**src/rtl/decompression_engine.sv**
```systemverilog
// decompression_engine: streams compressed code from a synchronous ROM, expands
// dictionary tokens into repeated instructions, and emits them over valid/ready.
// Optional feature macro: DECOMP_STATS_EN (adds tok_count / word_count outputs).
// Ports:
//   clk, rst_n                 clock, async active-low reset
//   start, code_words          restart stream; number of compressed words
//   mem_rd, mem_addr, mem_rdata  code ROM read port (data valid cycle after mem_rd)
//   dict_we, dict_waddr, dict_wdata  runtime dictionary load ({count, instruction})
//   out_valid, out_ready, out_instr, out_pc  expanded instruction stream
//   busy, done                 status
//   tok_count, word_count      (DECOMP_STATS_EN only) decode / emit counters
module decompression_engine #(
  parameter int unsigned DATA_W     = 32,
  parameter int unsigned ADDR_W     = 9,
  parameter int unsigned DICT_DEPTH = 16,
  parameter int unsigned CNT_W      = 4,
  localparam int unsigned IDX_W     = $clog2(DICT_DEPTH)
) (
  input  logic                    clk,
  input  logic                    rst_n,
  input  logic                    start,
  input  logic [ADDR_W-1:0]       code_words,
  output logic                    mem_rd,
  output logic [ADDR_W-1:0]       mem_addr,
  input  logic [DATA_W-1:0]       mem_rdata,
  input  logic                    dict_we,
  input  logic [IDX_W-1:0]        dict_waddr,
  input  logic [CNT_W+DATA_W-1:0] dict_wdata,
  output logic                    out_valid,
  input  logic                    out_ready,
  output logic [DATA_W-1:0]       out_instr,
  output logic [DATA_W-1:0]       out_pc,
  output logic                    busy,
  output logic                    done
`ifdef DECOMP_STATS_EN
  ,
  output logic [31:0]             tok_count,
  output logic [31:0]             word_count
`endif
);

  localparam int unsigned ENTRY_W = CNT_W + DATA_W;

  typedef enum logic [2:0] {
    S_IDLE,
    S_FETCH,
    S_WAIT,
    S_EMIT,
    S_DONE
  } state_t;

  state_t              state;
  logic [ADDR_W-1:0]   caddr;
  logic [ADDR_W-1:0]   cw;
  logic [CNT_W-1:0]    rep;
  logic [ENTRY_W-1:0]  dict [DICT_DEPTH];

  logic                is_tok;
  logic [IDX_W-1:0]    idx;
  logic [ENTRY_W-1:0]  entry;
  logic [DATA_W-1:0]   dec_instr;
  logic [CNT_W-1:0]    dec_rep;
  logic                fire;

  // Dictionary storage; intentionally not reset so contents survive rst_n.
  always_ff @(posedge clk) begin
    if (dict_we) dict[dict_waddr] <= dict_wdata;
  end

  // Decode the ROM word arriving this cycle; a zero repeat count means one emit.
  always_comb begin
    is_tok    = (mem_rdata < DATA_W'(DICT_DEPTH));
    idx       = mem_rdata[IDX_W-1:0];
    entry     = dict[idx];
    dec_instr = mem_rdata;
    dec_rep   = CNT_W'(1);
    if (is_tok) begin
      dec_instr = entry[DATA_W-1:0];
      dec_rep   = (entry[DATA_W+:CNT_W] == '0) ? CNT_W'(1) : entry[DATA_W+:CNT_W];
    end
  end

  assign fire = out_valid && out_ready;

  // Main FSM; mem_rd/mem_addr are set on entry to FETCH so the ROM sees the
  // strobe during the FETCH cycle and its data lands during WAIT.
  always_ff @(posedge clk or negedge rst_n) begin
    if (!rst_n) begin
      state      <= S_IDLE;
      caddr      <= '0;
      cw         <= '0;
      rep        <= '0;
      mem_rd     <= 1'b0;
      mem_addr   <= '0;
      out_valid  <= 1'b0;
      out_instr  <= '0;
      out_pc     <= '0;
      busy       <= 1'b0;
      done       <= 1'b0;
`ifdef DECOMP_STATS_EN
      tok_count  <= '0;
      word_count <= '0;
`endif
    end else if (start) begin
      // Restart or abort: any in-flight ROM data is ignored because FETCH never latches.
      state      <= S_FETCH;
      caddr      <= '0;
      cw         <= code_words;
      rep        <= '0;
      mem_rd     <= (code_words != '0);
      mem_addr   <= '0;
      out_valid  <= 1'b0;
      out_pc     <= '0;
      busy       <= 1'b1;
      done       <= 1'b0;
`ifdef DECOMP_STATS_EN
      tok_count  <= '0;
      word_count <= '0;
`endif
    end else begin
      case (state)
        S_IDLE: begin
        end
        S_FETCH: begin
          mem_rd <= 1'b0;
          if (caddr == cw) begin
            state <= S_DONE;
            busy  <= 1'b0;
            done  <= 1'b1;
          end else begin
            state <= S_WAIT;
          end
        end
        S_WAIT: begin
          out_instr <= dec_instr;
          rep       <= dec_rep;
          caddr     <= caddr + ADDR_W'(1);
          out_valid <= 1'b1;
          state     <= S_EMIT;
`ifdef DECOMP_STATS_EN
          if (is_tok && (tok_count != 32'hFFFF_FFFF)) tok_count <= tok_count + 32'd1;
`endif
        end
        S_EMIT: begin
          if (fire) begin
            out_pc <= out_pc + DATA_W'(1);
            rep    <= rep - CNT_W'(1);
`ifdef DECOMP_STATS_EN
            if (word_count != 32'hFFFF_FFFF) word_count <= word_count + 32'd1;
`endif
            if (rep == CNT_W'(1)) begin
              out_valid <= 1'b0;
              state     <= S_FETCH;
              mem_rd    <= (caddr != cw);
              mem_addr  <= caddr;
            end
          end
        end
        S_DONE: begin
          out_valid <= 1'b0;
        end
        default: state <= S_IDLE;
      endcase
    end
  end

endmodule

```
**config.mk**
```make
export PLATFORM = sky130hd
export DESIGN_NAME = decompression_engine
export DESIGN_NICKNAME = d
export VERILOG_FILES = /design/src/rtl/decompression_engine.sv
export SDC_FILE = /design/constraint.sdc
export NUM_CORES = 1
export LEC_CHECK = 0
export CORE_MARGIN = 4
export CORE_UTILIZATION = 55
export DETAILED_ROUTE_END_ITERATION = 8
export DONT_BUFFER_PORTS = 1
export HOLD_SLACK_MARGIN = 0.02
export PLACE_DENSITY = 0.73
export SKIP_CTS_REPAIR_TIMING = 1
export SLEW_MARGIN = 20
export SYNTH_ARGS = -nofsm -noshare
export SYNTH_HDL_FRONTEND = slang
export SYNTH_SLANG_ARGS = --single-unit
```
**constraint.sdc**
```tcl
create_clock -name clk -period 2.6 [get_ports clk]
set_clock_uncertainty 0.1 [all_clocks]
set_input_delay 0.26 -clock clk [delete_from_list [all_inputs] [get_ports clk]]
set_output_delay 0.26 -clock clk [all_outputs]
set_load 0.01 [all_outputs]
```
### Word-level counts from Yosys, hierarchy flattened

Memory sizes are Yosys's and may differ from the RTL's.
Index checks and enable logic that the tools add are counted.

| word-level totals | value |
|---|---|
| bits in registers | 102 |
| RAM bits | 576 |
| input port bits | 86 |
| output and inout bits | 77 |
| memories | 1 |

| cells by class | value |
|---|---|
| add/sub/neg operators | 3 |
| magnitude comparators | 1 |
| equality and inequality tests | 10 |
| muxes and demuxes | 36 |
| bitwise logic cells | 1 |
| reduce and logical (&&, ||, !) cells | 22 |

Memories:

| name | depth | bits a word | read ports | clocked after Yosys merged registers in | write ports | line | RTL |
|---|---|---|---|---|---|---|---|
| dict | 16 | 36 | 1 | 0 | 1 | 56 | `logic [ENTRY_W-1:0] dict [DICT_DEPTH];` |

Operator list:

| operator | number |
|---|---|
| 32-bit two-way mux | 4 |
| 9-bit two-way mux | 6 |
| 32-bit by 1-bit adder with 32-bit output, second input constant | 1 |
| 32-bit by 5-bit less-than comparator with 1-bit output, second input constant | 1 |
| 4-bit two-way mux | 4 |
| 1-bit two-way mux | 14 |
| 3-bit two-way mux | 4 |
| 3-bit case mux with 4 select lines | 1 |
| 3-bit AND reduction | 4 |
| 2-bit nonzero test | 6 |
| 9-bit by 1-bit adder with 9-bit output, second input constant | 1 |
| 9-bit equality test | 1 |
| 9-bit != test | 1 |
| 9-bit nonzero test | 1 |
| 4-bit case mux with 2 select lines | 1 |
| 2-bit AND reduction | 4 |
| 3-bit by 2-bit equality test with 1-bit output, second input constant | 2 |
| 3-bit != test, second input constant | 2 |
| 3-bit nonzero test | 2 |
| 4-bit by 1-bit equality test with 1-bit output, second input constant | 1 |
| 4-bit logical NOT | 1 |
| 4-bit nonzero test | 1 |
| 4-bit by 1-bit subtractor with 4-bit output, second input constant | 1 |
| 3-bit by 1-bit equality test with 1-bit output, second input constant | 1 |
| other kinds (8) | 8 |

### Longest topological paths before layout

Gate-level depths: netlist of the first run.
An unclocked memory read counts as a cell.

| depth | value |
|---|---|
| depth in word-level cells | 6 |
| gate-level depth with buffers | 9 |
| mapped depth without buffers | 6 |

### Worst setup path after synthesis of the first run

OpenSTA, ideal clock, no wires.

| path | value |
|---|---|
| path type | input -> register |
| start point | in dict_waddr[2] |
| end point | mem dict[0][0] (netlist name) (enable) |
| setup time | 0.474 ns |
| arrival | 3.246 ns |
| setup slack | -1.221 ns |
| stages on the path | 2 |
| path buffers | 0 |
| cells stage by stage | or3b_2 > nor3_1 |

RTL lines:

| element | line | RTL |
|---|---|---|
| start: declaration | 27 | `input logic [IDX_W-1:0] dict_waddr,` |
| end: declaration | 56 |  |

Straight into the memory's write port.

### Worst setup path in the final report of the first run

| path | value |
|---|---|
| start point | mem dict[3][6] (netlist name) |
| end point | reg out_instr[6] |

| between the ends | value |
|---|---|
| cells in the longest elaborated chain, start to end | 2 |

Ends and longest elaborated chain:

| element | line | RTL |
|---|---|---|
| memory read 16 x 36 bit | -- |  |
| 32-bit two-way mux | 77 | `if (is_tok) begin` |
| end signal: assignment | 135 | `out_instr <= dec_instr;` |
| end: declaration | 31 | `output logic [DATA_W-1:0] out_instr,` |

Every way passes these cells.
A chain may end at the register's enable or synchronous reset.

==> results of run 1 <==
## how the worst max path moves through the flow
| stage | startpoint | to | slack (ps) |
|---|---|---|---|
| 2_1_floorplan | dict_waddr[2] | dict[1][0] | -260 |
| 3_3_place_gp | state[1] | out_pc[24] | 440 |
| 3_5_place_dp | state[1] | out_pc[24] | 340 |
| 4_1_cts | state[1] | out_pc[24] | 340 |
| 5_1_grt | dict[7][10] | out_instr[10] | 110 |
| 6_report | dict[3][6] | out_instr[6] | 180 |
## state kept, by name (all words and copies together), names as in the netlist
register	cells
mem_addr	9
dict	576
done	1
cw	9
out_valid	1
caddr	9
out_pc	32
mem_rd	1
busy	1
state	3
rep	4
out_instr	32
## per-layer routing
metal,track usage [%],routed length [um],vias to the layer above
met5,0,15,-
met4,6.43,1500,4
met3,8.35,6320,116
met2,36.0,30200,720
met1,32.2,23800,7385
li1,-,-,5870
## layout make-up
class	count	area [um2]
Antenna cell	4	10.0
Clock buffer	92	1930
Clock inverter	31	397
Fill cell	3095	16800
Inverter	11	41.3
Multi-Input combinational cell	612	6590
Sequential cell	678	19800
Tap cell	615	769
Timing Repair Buffer	136	1420
## cell usage in the layout, fill, tap and decap left out, types with 7 or more instances in the layout
master	instances
o21ai_1	17
nand3_1	19
mux2i_1	12
o21ai_0	15
nor3_1	11
clkinv_1	8
clkbuf_1	12
dfrtp_1	102
nor2_4	13
mux4_2	171
inv_1	10
nand2_1	55
mux2_2	12
dlygate4sd3_1	94
clkbuf_16	70
and4_1	7
nand4_1	11
o31ai_1	9
a21oi_1	84
and3_1	12
buf_4	30
buf_12	10
xnor2_1	9
or3_1	11
edfxtp_1	576
bufinv_16	8
xor2_1	18
clkbuf_8	10
nor2_1	52
nor4_1	13
## power by group through the flow
stage / sequential (uW) / combinational [uW] / clock, uW
after detailed placement: 12700 / 927 / 0
after global routing: 12600 / 1340 / 10700
after floorplan: 12600 / 826 / 0
after global placement: 12700 / 905 / 0
final: 12500 / 1240 / 10100
after CTS: 12500 / 939 / 10200
## worst min-delay path, delay by kind of cell
| kind | cells | cell delay, ps |
|---|---|---|
| AO/OA/AOI/OAI | 3 | 300 |
| AND/OR/NAND/NOR | 1 | 20 |
## cells by family (layout without fill, tap and decap cells)
| family | Yosys count | after routing | synth area share, % |
|---|---|---|---|
| adders and majority gates | 4 | 4 | 0.188 |
| DFF | 678 | 678 | 74.5 |
| xor gates and xnor gates | 27 | 27 | 0.888 |
| AOI/OAI and AO/OA | 144 | 144 | 3.00 |
| buffers and inverters | 77 | 270 | 1.36 |
| and+or+nand+nor | 237 | 237 | 4.42 |
| other | 0 | 4 | 0 |
| muxes | 200 | 200 | 15.6 |
## metrics by stage
stage               instance area (um2)  util (%)  total power (uW)
finish                            31000      64.8             23800
global route                      31000      64.8             24600
CTS                               30000      62.7             23700
detailed placement                27700      57.8             13700
global placement                  27700      57.8             13600
floorplan                         26700         -             13500
==> metrics.cfg, run 1 <==
[run_status]
status=complete, but fails checks
violations=hold timing

[floorplanning]
dieWidth_um=228
num_rows=80
die_h_um=228
ioPinCount=163
initial_utilization_pct=55.7
core_um2=47800
die_area_um2=52000

[global_route]
grt_pass1_wl_um=90500
grt_start_max_net_pins=146
grt_pass1_vias=14000
grt_remaining_overflow=0
antenna_found_initial=6
gr-usage-all-layers_pct=23.3

[routing]
vias=14100
drtAntennaViolNets=0
routed_wl_um=61900
drc=0
dr.pass1.iters=5
vias_per_cell=6.47
wire_per_inst_um=28.4
drt_iter0_drc=1735

[critical_path]
worstPathArrival_ps=2790
start_kind=flip-flop
rr_endpoint=out_instr[6]
reg2reg_from=dict[3][6]
crit_type=flip-flop to flip-flop
worst-r2r-cell-count=5
cpPeakStageDelay_ps=580
critPathCaptureType=flip-flop
cp_top_family=multiplexers
cp_num_cells=5
regToRegSetupSlack_ps=180
cp_data_required_time_ps=2970
cp_num_buf_inv=1
cp_cell_sequence=mux4_2 > mux4_2 > a21oi_1 > dlygate4sd3_1 > a21oi_1
crit_fanout=1
critPathSlowestCell=dlygate4sd3_1

[synthesis]
synth_top_area_cell=edfxtp_1
ys_seq_area_share_pct=74.5
synth_cell_types=53
syn_avg_cell_area_um2=19.5
synth_area_leaders=edfxtp_1 (65%), mux4_2 (14%), dfrtp_1 (9.6%), a21oi_1 (1.6%), nor2_1 (0.92%)
yosys_register_bits=678
synth_edf_count=576
syn_nets=1457
synth_most_common_cell=edfxtp_1
async_reset_ff_share_pct=15.0
synth.top_cell.area_share_pct=64.9
ys.flop_type=edfxtp_1
yosysWarnings=0
syn_area_um2=26600
syn_inst=1367
ys_top_cells_by_count=edfxtp_1 (576), mux4_2 (171), dfrtp_1 (102)

[clocking]
clock-sinks=678
cts_made_buffers=67
clock_path_buffers=3
clkTransAtPathRegs_ps=60
cts_max_level=3
clk_latency_ps=610
cts_tree=built
cts_root_buffer=clkbuf_16

[sta]
worst_slew_pin_slew_ps=797
drv_slew=0
relSlewSlack_pct=46.8
period_minus_slack_ps=2420
finalHoldViolations=1
rsz0062_at_grt=false
whs_ps=-40.8
fmax_mhz=413
fin_crit_sh_pct=93.2
layout_setup_ws_ps=177
setup_viol=0
setup_tns_ps=0

[placement]
port_buffers=0
dp_cells=1956
place_ws_ps=340
detailed_place_hpwl_um=32000
gp_congestion=0.811

[layout]
nNetsFinal=1596
finalNonFillerCells=2179
areaGrowthSynthToFinish_pct=16.4
layout-drive-gt1-share_pct=22.5

[power_and_ir_drop]
vdd_drop_max_uv=1080
seq_power_share_pct=52.6
powerDensity_nw_per_um2=769
leakagePower_uw=0.0103
pwr-share-clk_pct=42.3
p_int_uw=18800
power_frac_comb_pct=5.2
p_sw_share_pct=21.0
p_sw_uw=5000

[flow_run]
maxCapViolations=0

[worst_hold_path]
worstHoldPathCells=4
hold_path.class=primary input to flip-flop
min_to=mem_rd
hp-start=code_words[5]

(Power assumes the default switching activity.)
==> inputs of run 2 (changes only) <==
--- a/config.mk
+++ b/config.mk
@@ -7,6 +7,7 @@
 export LEC_CHECK = 0
 export CORE_MARGIN = 4
 export CORE_UTILIZATION = 55
+export CTS_BUF_LIST = sky130_fd_sc_hd__clkbuf_4 sky130_fd_sc_hd__clkbuf_8
 export DETAILED_ROUTE_END_ITERATION = 8
 export DONT_BUFFER_PORTS = 1
 export HOLD_SLACK_MARGIN = 0.02
==> run 2 against run 1 <==
Compared with the run above: the run now ends clean; flip-flop and latch count stayed put; sequential power hardly changed; fmax is 2.0% lower; critical path type unchanged.
==> metrics.cfg, run 2 (synthesis gave the netlist of run 1 again) <==
[clocking]
cts_root_buffer=clkbuf_8
cts_max_level=3  ; unchanged
clkTransAtPathRegs_ps=70  ; about the same
clock_path_buffers=3  ; unchanged
clock-sinks=678  ; unchanged
clk_latency_ps=690  ; +80 ps
cts_made_buffers=102  ; +52%
cts_tree=built

[sta]
relSlewSlack_pct=45.6  ; -1.2 points
setup_viol=0  ; unchanged
drv_slew=0  ; unchanged
period_minus_slack_ps=2470  ; +50.2 ps
worst_slew_pin_slew_ps=816  ; +18.5 ps
layout_setup_ws_ps=127  ; -50.2 ps
finalHoldViolations=0  ; -1
fin_crit_sh_pct=95.1  ; +1.9 points
fmax_mhz=404  ; -2.0%
rsz0062_at_grt=false

[placement]
gp_congestion=0.811  ; unchanged
place_ws_ps=340  ; unchanged
placedInstanceArea_um2=27700  ; unchanged
port_buffers=0  ; unchanged
detailed_place_hpwl_um=32000  ; unchanged

[worst_hold_path]
hold_path.class=primary input to flip-flop

[critical_path]
cp_data_required_time_ps=3060  ; +90 ps
worstPathArrival_ps=2930  ; +140 ps
cp_cell_sequence=mux4_2 > mux4_2 > a21oi_1 > dlygate4sd3_1 > a21oi_1
start_kind=flip-flop
critPathSlowestCell=dlygate4sd3_1
critPathCaptureType=flip-flop
cpPeakStageDelay_ps=580  ; about the same
crit_fanout=1  ; unchanged
crit_type=flip-flop to flip-flop

[global_route]
grt_pass1_wl_um=88700  ; -1.9%
grt_pass1_vias=14200  ; +1.2%
antenna_found_initial=8  ; +2
gr-usage-all-layers_pct=22.7  ; -0.69 points
grt_start_max_net_pins=146  ; unchanged
grt_remaining_overflow=0  ; unchanged

[routing]
drtAntennaViolNets=0  ; unchanged
drt_iter0_drc=1605  ; -7.5%
drc=0  ; unchanged
routed_wl_um=60600  ; -2.0%
vias=14100  ; +0.35%
wire_per_inst_um=26.9  ; -5.2%
dr.pass1.iters=5  ; unchanged
vias_per_cell=6.28  ; -2.9%

[layout]
layout-drive-gt1-share_pct=25.9  ; +3.4 points
final_common_cell=edfxtp_1
areaGrowthSynthToFinish_pct=15.9
largest_register_ffs=576  ; unchanged
final_area_um2=30900  ; -0.43%
reg.largest.list=dict (576), out_instr (32), out_pc (32)
regMostFlops=dict
nNetsFinal=1637  ; +2.6%
final_cell_mix=edfxtp_1 (576), mux4_2 (171), clkbuf_8 (118), dfrtp_1 (102), dlygate4sd3_1 (99)
num-fill-cells=3158  ; +2.0%

[power_and_ir_drop]
powerDensity_nw_per_um2=731  ; -4.8%
vdd_drop_max_uv=531  ; -51%
leakagePower_uw=0.0103  ; +0.35%

[floorplanning]
ioPinCount=163  ; unchanged
num_rows=80  ; unchanged
initial_utilization_pct=55.7  ; unchanged
die_h_um=228  ; unchanged
dieWidth_um=228  ; unchanged
die_area_um2=52000  ; unchanged
core_um2=47800  ; unchanged

[flow_run]
maxCapViolations=0  ; unchanged

[run_status]
status=complete, no violations

[run 2: power breakdown]
part | internal [uW] | switching [uW] | total (uW)
clock | 4840 | 3980 | 8810
sequential | 12200 | 330 | 12500
combinational | 618 | 633 | 1250
total | 17600 | 4940 | 22600
[run 2: through the flow]
stage	util, %	cells	TNS, ps	hold WS, ps	power, uW
after floorplan	-	1367	-28230	-136	13500
after global placement	57.8	1956	0	-133	13600
after global routing	64.5	2252	0	40.2	23500
after detailed placement	57.8	1956	0	-133	13700
final	64.5	2253	0	67.8	22600
after CTS	62.3	2147	0	-878	22400
[run 2: final timing paths]
| kind | to | cells past startpoint | from | slack, ps |
|---|---|---|---|---|
| max | out_instr[24] | 5 | dict[11][24] | 130 |
| min | out_pc[0] | 4 | out_ready | 70 |
| max reg2reg | out_instr[24] | 5 | dict[11][24] | 130 |
| min reg2reg | cw[2] | 1 | cw[2] | 430 |
| max in group asynchronous | out_pc[20] | 2 | rst_n | 1760 |
| min in group asynchronous | out_instr[17] | 2 | rst_n | 200 |
[run 2: layout make-up]
class                      instances  area [um2]  area share (%)
antenna                            4        10.0          0.0324
clock buffer                     159        1930            6.26
clock inverter                    32         195           0.632
inverter                          11        41.3           0.134
multi-input combinational        612        6590            21.3
sequential                       678       19800            64.3
tap                              615         769            2.49
timing repair buffer             142        1490            4.83
[run 2: worst max-delay path: cells and delay by family (launching register included)]
family | cells | cell delay (ps)
AO/OA/AOI/OAI | 2 | 270
buffers and inverters | 1 | 580
flip-flops | 1 | 360
multiplexers | 2 | 1030
[run 2: per-layer routing]
metal  global-route usage (%)  part of all wire (%)  up-vias
met5                        0                 0.079        -
li1                         -                     -     5961
met1                     30.9                    39     7331
met4                     5.57                   2.1        8
met3                     8.31                    11      106
met2                     35.5                    48      738
==> inputs of run 3 (changes only) <==
==> constraint.sdc (replaced) <==
create_clock -name clk -period 2.8 [get_ports clk]
set_clock_uncertainty 0.1 [all_clocks]
set_input_delay 0.28 -clock clk [delete_from_list [all_inputs] [get_ports clk]]
set_output_delay 0.28 -clock clk [all_outputs]
set_load 0.01 [all_outputs]
==> run 3 against run 2 <==
Compared with the run above: combinational power down 7%; register-to-register slack better by 290 ps; critical path depth unchanged; global-route usage up 0.080 points; clock-buffer cell count down 6; cell count down 0.98%; utilization down 0.35 points; worst hold slack worse by 37 ps; critical endpoint is now out_pc[24]; largest cell class unchanged; highest routed layer unchanged.
==> metrics.cfg, run 3 (synthesis gave the netlist of run 1 again) <==
[global_route]
antenna_found_initial=4  ; -4
grt_start_max_net_pins=146  ; unchanged
gr-usage-all-layers_pct=22.7  ; +0.080 points
grt_remaining_overflow=0  ; unchanged
grt_pass1_vias=14000  ; -1.2%
grt_pass1_wl_um=88900  ; +0.16%

[sta]
finalHoldViolations=0  ; unchanged
setup_viol=0  ; unchanged
fmax_mhz=420  ; +4.0%
rsz0062_at_grt=false
whs_ps=31.0  ; -36.8 ps
fin_crit_sh_pct=85.0  ; -10 points
period_minus_slack_ps=2380  ; -94.5 ps
setup_tns_ps=0  ; unchanged
worst_slew_pin_slew_ps=877  ; +61.0 ps
relSlewSlack_pct=41.5  ; -4.1 points
drv_slew=0  ; unchanged

[placement]
port_buffers=0  ; unchanged
gp_congestion=0.802  ; -1.1%
detailed_place_hpwl_um=32400  ; +1.5%

[floorplanning]
die_h_um=228  ; unchanged
num_rows=80  ; unchanged
core_um2=47800  ; unchanged
die_area_um2=52000  ; unchanged
ioPinCount=163  ; unchanged
initial_utilization_pct=55.7  ; unchanged
dieWidth_um=228  ; unchanged

[layout]
final_common_cell=edfxtp_1
layout-drive-gt1-share_pct=25.6  ; -0.36 points
num-fill-cells=3131  ; -0.85%
reg.largest.list=dict (576), out_instr (32), out_pc (32)
regMostFlops=dict
nNetsFinal=1623  ; -0.86%
final_cell_mix=edfxtp_1 (576), mux4_2 (171), clkbuf_8 (112), dfrtp_1 (102), dlygate4sd3_1 (85)
largest_register_ffs=576  ; unchanged
areaGrowthSynthToFinish_pct=15.3

[critical_path]
crit_type=flip-flop to flip-flop
start_kind=flip-flop
crit_start=state[1]
crit_fanout=14  ; +13
reg2reg_from=state[1]
cp_data_required_time_ps=3250  ; +190 ps
critPathCaptureType=flip-flop
worstPathArrival_ps=2830  ; -100 ps

[clocking]
cts_made_buffers=104  ; +2.0%
cts_tree=built
cts_root_buffer=clkbuf_8
clock-sinks=678  ; unchanged
clock_path_buffers=3  ; unchanged
clkTransAtPathRegs_ps=60  ; about the same
cts_max_level=3  ; unchanged
clk_latency_ps=690  ; about the same

[flow_run]
maxCapViolations=0  ; unchanged

[power_and_ir_drop]
leakagePower_uw=0.0102  ; -0.90%
powerDensity_nw_per_um2=677  ; -7.4%
vdd_drop_max_uv=458  ; -14%

[run_status]
status=complete, no violations

[routing]
drc=0  ; unchanged
drtAntennaViolNets=0  ; unchanged
drt_iter0_drc=1566  ; -2.4%
vias_per_cell=6.32  ; +0.67%
wire_per_inst_um=27.3  ; +1.4%
dr.pass1.iters=5  ; unchanged
vias=14100  ; -0.31%
routed_wl_um=60900  ; +0.36%

[worst_hold_path]
hp-start=start
hold_path.class=primary input to flip-flop

-- run 3: cell types whose count changed in the layout (fill, tap and decap cells not counted), sizes merged --
cell,before,now
clkinvlp,3,2
clkbuf,159,153
diode,4,2
inv,12,13
buf,43,41
clkinv,27,29
dlygate4sd3,99,85
-- run 3: final timing paths --
path / to / slack, ps / cells after the start
worst max-delay path: out_pc[24] / 420 / 5
worst min-delay path: state[0] / 30 / 2
worst max register to register: out_pc[24] / 420 / 5
worst min register to register: cw[6] / 430 / 1
max in group asynchronous: out_pc[17] / 1950 / 2
min in group asynchronous: out_instr[27] / 220 / 2
-- run 3: worst max-delay path, stage by stage, from the launching register on --
cell	delay (ps)
dfrtp_1	490
nor2b_1	260
a21o_1	280
nand3_1	390
nor4_1	370
mux2_1	360
-- run 3: routing by layer --
layer | up-vias | wire (um) | track usage [%]
met4 | 6 | 1310 | 5.36
met5 | - | 34 | 0
met1 | 7315 | 24000 | 32.3
li1 | 5924 | - | -
met2 | 736 | 29300 | 35.7
met3 | 119 | 6230 | 6.56
-- run 3: stage by stage --
stage                     total power [uW]  instances  util (%)  instance area [um2]  setup WS (ps)
after floorplan                      12500       1367         -                26700          -61.3
after global placement               12700       1954      57.9                27700            522
after detailed placement             12700       1954      57.9                27700            429
after CTS                            20600       2141      62.2                29800            397
after global routing                 21600       2231      64.2                30700            206
final                                20800       2231      64.2                30700            421
-- run 3: power breakdown --
group	internal [uW]	leakage, uW	switching, uW
registers	11300	0.00650	307
logic	570	0.00261	593
clock network	4320	0.00109	3690
-- run 3: area by class of cell --
cell class                      count  area, um2  area share (%)
Multi-Input combinational cell    612       6580            21.4
Antenna cell                        2       5.00          0.0163
Clock buffer                      153       1850            6.02
Inverter                           11       41.3           0.134
Timing Repair Buffer              126       1420            4.62
Tap cell                          615        769            2.51
Clock inverter                     34        196           0.640
Sequential cell                   678      19800            64.6
